<file path="src/rtl/uart_rx_frame_parser.sv">
// uart_rx_frame_parser: assembles HEADER/cmd/len/payload/checksum frames
// from a UART byte stream and reports good frames or errors.
//
// Ports:
//   clk, rst_n          system clock, async active-low reset
//   rx_data, rx_done    received byte and its one-cycle strobe
//   frame_valid         one-cycle pulse, good frame captured
//   frame_cmd/len       command and payload length of last good frame
//   frame_payload       payload, byte k at [8k+7:8k], unused bytes zero
//   frame_err           one-cycle pulse, frame rejected
//   err_code            last error: 1 checksum, 2 length, 3 timeout
//   busy                high while a frame is in progress
//
// Optional feature (macro FRAME_ERR_CNT_EN):
//   err_cnt_clr         synchronous clear of the error counter
//   err_cnt             saturating count of frame_err pulses
module uart_rx_frame_parser #(
    parameter int         SYS_CLK_FRP   = 50_000_000,
    parameter int         BAUDRATE      = 9600,
    parameter logic [7:0] HEADER        = 8'hA5,
    parameter int         MAX_LEN       = 8,
    parameter int         TIMEOUT_BYTES = 3
) (
    input  logic        clk,
    input  logic        rst_n,
    input  logic [7:0]  rx_data,
    input  logic        rx_done,
    output logic        frame_valid,
    output logic [7:0]  frame_cmd,
    output logic [3:0]  frame_len,
    output logic [63:0] frame_payload,
    output logic        frame_err,
    output logic [1:0]  err_code,
`ifdef FRAME_ERR_CNT_EN
    input  logic        err_cnt_clr,
    output logic [7:0]  err_cnt,
`endif
    output logic        busy
);

    localparam int TIMEOUT_CYCLES =
        (SYS_CLK_FRP / BAUDRATE) * 10 * TIMEOUT_BYTES;
    localparam int TW = $clog2(TIMEOUT_CYCLES + 1);
    localparam logic [TW-1:0] TMO_LAST = TW'(TIMEOUT_CYCLES - 1);
    localparam logic [7:0] MAX_LEN_B = 8'(MAX_LEN);

    typedef enum logic [2:0] {
        S_IDLE,
        S_CMD,
        S_LEN,
        S_DATA,
        S_SUM
    } state_t;

    state_t         state_q;
    logic [7:0]     cmd_q;
    logic [7:0]     acc_q;
    logic [3:0]     len_q;
    logic [2:0]     idx_q;
    logic [63:0]    buf_q;
    logic [TW-1:0]  tmo_q;

    logic [7:0]     acc_d;
    logic           tmo_hit_d;
    logic           last_d;

    assign acc_d = acc_q + rx_data;

    // A byte arriving on the terminal cycle cancels the timeout.
    assign tmo_hit_d = (state_q != S_IDLE) && !rx_done
                    && (tmo_q == TMO_LAST);

    assign last_d = ({1'b0, idx_q} == (len_q - 4'd1));

    assign busy = (state_q != S_IDLE);

    always_ff @(posedge clk or negedge rst_n) begin
        if (!rst_n) begin
            state_q       <= S_IDLE;
            cmd_q         <= '0;
            acc_q         <= '0;
            len_q         <= '0;
            idx_q         <= '0;
            buf_q         <= '0;
            tmo_q         <= '0;
            frame_valid   <= 1'b0;
            frame_cmd     <= '0;
            frame_len     <= '0;
            frame_payload <= '0;
            frame_err     <= 1'b0;
            err_code      <= '0;
        end else begin
            frame_valid <= 1'b0;
            frame_err   <= 1'b0;

            if (state_q == S_IDLE || rx_done) begin
                tmo_q <= '0;
            end else begin
                tmo_q <= tmo_q + 1'b1;
            end

            if (tmo_hit_d) begin
                frame_err <= 1'b1;
                err_code  <= 2'd3;
                state_q   <= S_IDLE;
                tmo_q     <= '0;
            end else if (rx_done) begin
                unique case (state_q)
                    S_IDLE: begin
                        // Non-header bytes outside a frame are dropped.
                        if (rx_data == HEADER) begin
                            acc_q   <= '0;
                            buf_q   <= '0;
                            state_q <= S_CMD;
                        end
                    end
                    S_CMD: begin
                        cmd_q   <= rx_data;
                        acc_q   <= rx_data;
                        state_q <= S_LEN;
                    end
                    S_LEN: begin
                        if (rx_data > MAX_LEN_B) begin
                            frame_err <= 1'b1;
                            err_code  <= 2'd2;
                            state_q   <= S_IDLE;
                        end else begin
                            acc_q   <= acc_d;
                            len_q   <= rx_data[3:0];
                            idx_q   <= '0;
                            state_q <= (rx_data == 8'd0) ? S_SUM : S_DATA;
                        end
                    end
                    S_DATA: begin
                        buf_q[{idx_q, 3'b000} +: 8] <= rx_data;
                        acc_q <= acc_d;
                        idx_q <= idx_q + 3'd1;
                        if (last_d) begin
                            state_q <= S_SUM;
                        end
                    end
                    S_SUM: begin
                        if (rx_data == acc_q) begin
                            frame_valid   <= 1'b1;
                            frame_cmd     <= cmd_q;
                            frame_len     <= len_q;
                            frame_payload <= buf_q;
                        end else begin
                            frame_err <= 1'b1;
                            err_code  <= 2'd1;
                        end
                        state_q <= S_IDLE;
                    end
                    default: begin
                        state_q <= S_IDLE;
                    end
                endcase
            end
        end
    end

`ifdef FRAME_ERR_CNT_EN
    logic [7:0] err_cnt_q;

    assign err_cnt = err_cnt_q;

    // Counts registered frame_err pulses; clear still counts a
    // coincident pulse.
    always_ff @(posedge clk or negedge rst_n) begin
        if (!rst_n) begin
            err_cnt_q <= '0;
        end else if (err_cnt_clr) begin
            err_cnt_q <= frame_err ? 8'd1 : 8'd0;
        end else if (frame_err && (err_cnt_q != 8'hFF)) begin
            err_cnt_q <= err_cnt_q + 8'd1;
        end
    end
`endif

endmodule

</file>
<file path="config.mk">
export PLATFORM = sky130hd
export DESIGN_NAME = uart_rx_frame_parser
export DESIGN_NICKNAME = d
export VERILOG_FILES = /design/src/rtl/uart_rx_frame_parser.sv
export SDC_FILE = /design/constraint.sdc
export NUM_CORES = 1
export LEC_CHECK = 0
export CORE_MARGIN = 5
export CORE_UTILIZATION = 60
export CTS_BUF_LIST = sky130_fd_sc_hd__clkbuf_4 sky130_fd_sc_hd__clkbuf_8
export CTS_CLUSTER_SIZE = 14
export DETAILED_ROUTE_END_ITERATION = 12
export MAX_ROUTING_LAYER = met4
export PLACE_DENSITY = 0.92
export SLEW_MARGIN = 5
export SYNTH_ARGS = -nofsm -noshare
export SYNTH_HDL_FRONTEND = slang
export SYNTH_SLANG_ARGS = --single-unit
</file>
<file path="constraint.sdc">
create_clock -name clk -period 3.3 [get_ports clk]
set_input_delay 0.66 -clock clk [delete_from_list [all_inputs] [get_ports clk]]
set_output_delay 0.66 -clock clk [all_outputs]
set_load 0.05 [all_outputs]
</file>
==> impl_metrics.yaml, run 1 <==
detailed_routing:
  viasPerCell: 6.15
  drt-initial-drc-count: 472
  vias: 5576
  drt_pass1_iterations: 5
  ant_nets: 0
  route.detailed.drc: 0
  wire_per_inst_um: 20.4
  wl_mm: 18.5
synthesis:
  yosys-top-cells-count: "dfrtp_1 (188), mux2_1 (81), a22o_1 (65)"
  async_flop_share_pct: 100
  yosys.area.top_type: "dfrtp_1"
  ys_ff_latch: 188
  synth_flop_cell: "dfrtp_1"
  ys_seq_area_share_pct: 58.0
  synth_nets: 649
  synth_most_common_cell: "dfrtp_1"
  synth.area.top_cells: "dfrtp_1 (58%), mux2_1 (11%), a22o_1 (7.0%)"
  synth_edf_count: 0
  yosysWarnings: 0
  synthesis.area_um2: 8120
  synth_cells: 621
  synth.avg_cell_area_um2: 13.1
  synth.top_cell.area_share_pct: 58.0
  synth.distinct_cells: 60
final_layout:
  n_fill_cell: 860
  area_delta_synth_final_pct: 18.3
  drive_above_1_share_pct: 10.0
  antennaDiodeCount: 0
  multiInputGateArea_um2: 3220
  final-seq-area_um2: 4700
  nNetsFinal: 745
cts:
  cts_made_buffers: 17
  post-cts-setup-buffers: 0
  clock_sinks: 188
  cts-root-buf: "clkbuf_8"
  cts.path.max_buffers: 2
  ctsHoldBuffers: 0
  tritoncts: "built"
  clk_pin_slew_ps: 90
  clock_latency_ps: 470
  htree_levels: 4
  ctsResizeCount: 0
job:
  cap_violations: 0
grt:
  grt-ovfl-total: 0
  grt_max_degree: 80
  grt_pass1_vias: 5876
  track_usage_pct: 24.9
  antenna_found_initial: 0
  grt_pass1_wl_mm: 30.6
floorplan:
  die_h_um: 126
  die_area_um2: 16000
  initial_core_util_pct: 61.3
  io_pins: 92
  rows: 42
  coreArea_um2: 13200
  dieWidth_um: 126
sta:
  clock.fmax_ghz: 0.336
  rsz0062_at_grt: "no"
  slew_violations: 0
  setup_tns_ps: 0
  min_period_ps: 2970
  fin_crit_sh_pct: 90.1
  finalClockSkew_ps: 10.9
  hold_slack_ps: 238
  hold_viol_final: 0
  slew_headroom_pct: 50.8
  setup_viol: 0
  tightest_slew_ps: 738
pwr:
  power_leakage_nw: 4.51
  p_per_area_nw_per_um2: 545
  ir_worst_vdd_mv: 0.331
placed_design:
  io_buffers: 91
  place_congestion: 0.972
  dp_hpwl_mm: 12.9
critical_path:
  path_max_fanout: 14
  required_ps: 2640
  critPathKind: "reg2out"
  setup.worst_path.end_class: "output pin"
  cp.arrival_ps: 2310
  cp-start-kind: "register"
outcome:
  status: "complete, no violations"
hold_path:
  min_path_type: "in2async"
==> path summary, 6_finish.rpt <==
check,cells after the start,slack (ps),from,end
worst min-delay path,1,240,rst_n,frame_err$_DFF_PN0_
max in group asynchronous,2,2290,rst_n,frame_payload[44]$_DFFE_PN0P_
min in group clk,1,480,cmd_q[5]$_DFFE_PN0P_,frame_cmd[5]$_DFFE_PN0P_
worst min register to register,1,480,cmd_q[5]$_DFFE_PN0P_,frame_cmd[5]$_DFFE_PN0P_
worst max register to register,7,530,idx_q[0]$_DFFE_PN0P_,buf_q[5]$_DFFE_PN0P_
worst max-delay path,3,330,state_q[0]$_DFFE_PN0P_,busy
==> cells in the final DEF (no fill, tap or decap), types with 3 or more instances in the layout <==
master	netlist	final
a21o_1	9	9
a21oi_1	10	10
a221oi_1	3	3
a22o_1	65	65
a22oi_1	4	4
a31oi_1	4	4
and2_1	5	5
and3_1	4	4
buf_4	2	12
clkbuf_8	0	19
clkdlybuf4s50_1	0	90
clkinv_2	0	4
clkinvlp_4	0	3
dfrtp_1	188	188
ha_1	16	16
inv_1	14	14
mux2_1	81	81
mux2_2	5	5
nand2_1	24	24
nand2b_1	6	6
nand3_1	10	10
nand4_1	8	8
nor2_1	35	35
nor2b_1	3	3
nor3_1	7	7
nor3_2	3	3
nor4_1	5	5
nor4b_1	3	3
o21ai_0	15	15
xnor2_1	12	12
xor2_1	12	12
==> area by class of cell <==
cell class / count / share of cell area [%]
flip-flops and latches: 188 / 49.0
clock inverters: 12 / 0.925
well taps: 176 / 2.29
multi-input cells: 390 / 33.6
clock buffers: 20 / 2.80
repair buffers: 105 / 10.9
inverters: 15 / 0.586
==> cell families (layout without fill, tap and decap cells) <==
| kind of cell | count (synthesis) | after routing | synth area share (%) |
|---|---|---|---|
| compound gates | 128 | 128 | 12.7 |
| xor+xnor | 24 | 24 | 2.59 |
| fa+ha+maj | 17 | 17 | 2.71 |
| buf+inv | 43 | 152 | 2.36 |
| flops | 188 | 188 | 58.0 |
| mux | 87 | 87 | 12.1 |
| simple gates | 134 | 134 | 9.63 |
==> through the flow <==
step	std cells	total power, mW	utilization, %	area [µm²]	worst slack (ps)
6_report	906	5.23	72.5	9600	328
5_1_grt	906	5.47	72.5	9600	240
4_1_cts	906	5.24	72.5	9600	313
3_5_place_dp	874	3.87	69.8	9250	265
3_3_place_gp	874	3.79	69.8	9250	397
2_1_floorplan	621	3.52	-	8120	1040
==> critical path, cell delays in order, from the launching register on <==
cell	delay, ps
dfrtp_1	560
nor3_2	390
inv_1	160
clkdlybuf4s50_1	730
==> flip-flops by register name (all words and copies together), names as in the netlist <==
| name | flops |
|---|---|
| frame_valid | 1 |
| frame_len | 4 |
| frame_err | 1 |
| frame_payload | 64 |
| frame_cmd | 8 |
| state_q | 3 |
| acc_q | 8 |
| len_q | 4 |
| cmd_q | 8 |
| buf_q | 64 |
| tmo_q | 18 |
| err_code | 2 |
| idx_q | 3 |
==> per-layer routing <==
layer	track usage, %	part of all wire, %	vias to the layer above
met4	10.0	2.8	0
met3	4.46	6.3	50
met5	-	0	-
li1	-	-	2464
met2	40.0	51	240
met1	31.7	40	2822
==> where the power goes <==
group          switching [mW]  internal [mW]
clock network           0.807          0.575
logic                   0.678          0.459
registers               0.194           2.52
total                    1.68           3.55
(Power assumes the default switching activity.)
==> inputs of run 2 (changes only) <==
--- a/config.mk
+++ b/config.mk
@@ -11,7 +11,7 @@
 export CTS_CLUSTER_SIZE = 14
 export DETAILED_ROUTE_END_ITERATION = 12
 export MAX_ROUTING_LAYER = met4
-export PLACE_DENSITY = 0.92
+export PLACE_DENSITY = 0.86
 export SLEW_MARGIN = 5
 export SYNTH_ARGS = -nofsm -noshare
 export SYNTH_HDL_FRONTEND = slang
==> run 2 against run 1 <==
Compared with the run above:
- sequential share of layout area decreased by 0.37 points
- largest power group unchanged
- global-route usage rose by 0.085 points
- critical path type unchanged
- final area rose by 0.77%
- wire length shrank 1.6%
- via count fell by 1.9%
- clock skew increased by 4.9 ps
==> impl_metrics.yaml, run 2 (synthesis gave the netlist of run 1 again) <==
floorplan:
  die_area_um2: 16000
  initial_core_util_pct: 61.3
  dieWidth_um: 126
  die_h_um: 126
  rows: 42
  coreArea_um2: 13200
  io_pins: 92
pwr:
  power_leakage_nw: 4.56
  power.internal_mw: 3.77
  comb_power_share_pct: 20.4
  ir_worst_vdd_mv: 0.337
  p_per_area_nw_per_um2: 561
  power_frac_seq_pct: 49.9
  pwr-share-clk_pct: 29.7
  p_sw_share_pct: 30.5
  p_switching_mw: 1.65
sta:
  tightest_slew_ps: 782
  fin_crit_sh_pct: 89.8
  slew_headroom_pct: 47.7
  clock.fmax_ghz: 0.338
  finalClockSkew_ps: 15.8
  setup_tns_ps: 0
  rsz0062_at_grt: "no"
  setup_viol: 0
  min_period_ps: 2960
  hold_viol_final: 0
  slew_violations: 0
grt:
  grt_max_degree: 79
  grt_pass1_vias: 5713
  grt-ovfl-total: 0
  track_usage_pct: 25.0
  antenna_found_initial: 0
  grt_pass1_wl_mm: 30.8
critical_path:
  cp-start-kind: "register"
  required_ps: 2640
  reg2reg_depth: 8
  cp.arrival_ps: 2300
  reg2reg_to: "buf_q[27]$_DFFE_PN0P_"
  regToRegSetupSlack_ps: 630
  r2r-start: "idx_q[0]$_DFFE_PN0P_"
  critPathKind: "reg2out"
  path_max_fanout: 14
  setup.worst_path.end_class: "output pin"
detailed_routing:
  viasPerCell: 6.03
  wire_per_inst_um: 20.0
  vias: 5471
  ant_nets: 0
  drt-initial-drc-count: 428
  drt_pass1_iterations: 5
  wl_mm: 18.2
  route.detailed.drc: 0
cts:
  cts-root-buf: "clkbuf_8"
  htree_levels: 4
  clk_pin_slew_ps: 100
  cts.path.max_buffers: 2
  post-cts-setup-buffers: 0
  clock_sinks: 188
  cts_made_buffers: 17
  ctsResizeCount: 0
  ctsHoldBuffers: 0
  tritoncts: "built"
  clock_latency_ps: 470
job:
  cap_violations: 0
placed_design:
  dp_hpwl_mm: 12.6
  place_congestion: 0.945
  io_buffers: 91
final_layout:
  drive_above_1_share_pct: 10.1
  n_fill_cell: 881
  final-seq-area_um2: 4700
  nNetsFinal: 746
  largestRegisters: "buf_q (64), frame_payload (64), tmo_q (18)"
  multiInputGateArea_um2: 3220
  antennaDiodeCount: 0
  final_cell_mix: "dfrtp_1 (188), clkdlybuf4s50_1 (90), mux2_1 (81), a22o_1 (65), nor2_1 (35)"
  final_util_pct: 73.1
  layout_commonest_cell: "dfrtp_1"
  area_delta_synth_final_pct: 19.2
hold_path:
  min_path_type: "in2async"
outcome:
  status: "complete, no violations"
## run 2: cell types whose count changed in the layout (fill, tap and decap cells not counted)
| cell | delta |
|---|---|
| buf_4 | +1 |
| bufinv_16 | +3 |
| clkbuf_4 | +1 |
| clkbuf_8 | -1 |
| clkinv_4 | -1 |
| clkinvlp_4 | -3 |
| inv_6 | -1 |
| inv_8 | +2 |
## run 2: power by group through the flow
| stage | Clock [mW] | Combinational (mW) | Sequential, mW |
|---|---|---|---|
| after floorplan | 0 | 0.811 | 2.71 |
| after global placement | 0 | 1.05 | 2.73 |
| after detailed placement | 0 | 1.09 | 2.75 |
| after CTS | 1.63 | 1.10 | 2.70 |
| after global routing | 1.74 | 1.24 | 2.73 |
| final | 1.61 | 1.11 | 2.71 |
## run 2: worst max-delay path by stage
stage	from	endpoint	slack [ps]	cells past startpoint
5_1_grt	state_q[0]$_DFFE_PN0P_	busy	230	3
6_report	state_q[0]$_DFFE_PN0P_	busy	340	3
2_1_floorplan	idx_q[0]$_DFFE_PN0P_	buf_q[0]$_DFFE_PN0P_	1040	9
4_1_cts	state_q[0]$_DFFE_PN0P_	busy	320	3
3_5_place_dp	rx_data[4]	frame_payload[20]$_DFFE_PN0P_	280	6
3_3_place_gp	rx_data[5]	acc_q[3]$_DFFE_PN0P_	250	7
## run 2: cell type report
cell class	instances	share of cell area (%)
flip-flops and latches	188	48.6
multi-input cells	390	33.3
repair buffers	106	10.8
clock buffers	20	2.72
well taps	176	2.28
clock inverters	12	1.67
inverters	15	0.582
## run 2: per-layer routing
| layer | part of all wire [%] | up-vias | global-route usage, % | wire length, µm |
|---|---|---|---|---|
| met5 | 0 | - | - | 0 |
| met3 | 5.8 | 29 | 5.34 | 1060 |
| met2 | 49 | 190 | 38.6 | 8890 |
| met1 | 43 | 2782 | 34.0 | 7890 |
| li1 | - | 2470 | - | - |
| met4 | 1.7 | 0 | 7.07 | 312 |
## run 2: worst max-delay path, stage by stage, from the launching register on
cell	delay (ps)
dfrtp_1	570
nor3_2	400
inv_1	140
clkdlybuf4s50_1	730
## run 2: stage by stage
stage	total power, mW	instance area (µm²)	worst slack, ps	hold WS, ps	instances
after floorplan	3.52	8120	1040	364	621
after global placement	3.79	9250	251	460	875
after detailed placement	3.84	9250	283	469	875
after CTS	5.44	9680	317	222	907
after global routing	5.71	9680	229	260	907
final	5.43	9680	337	205	907
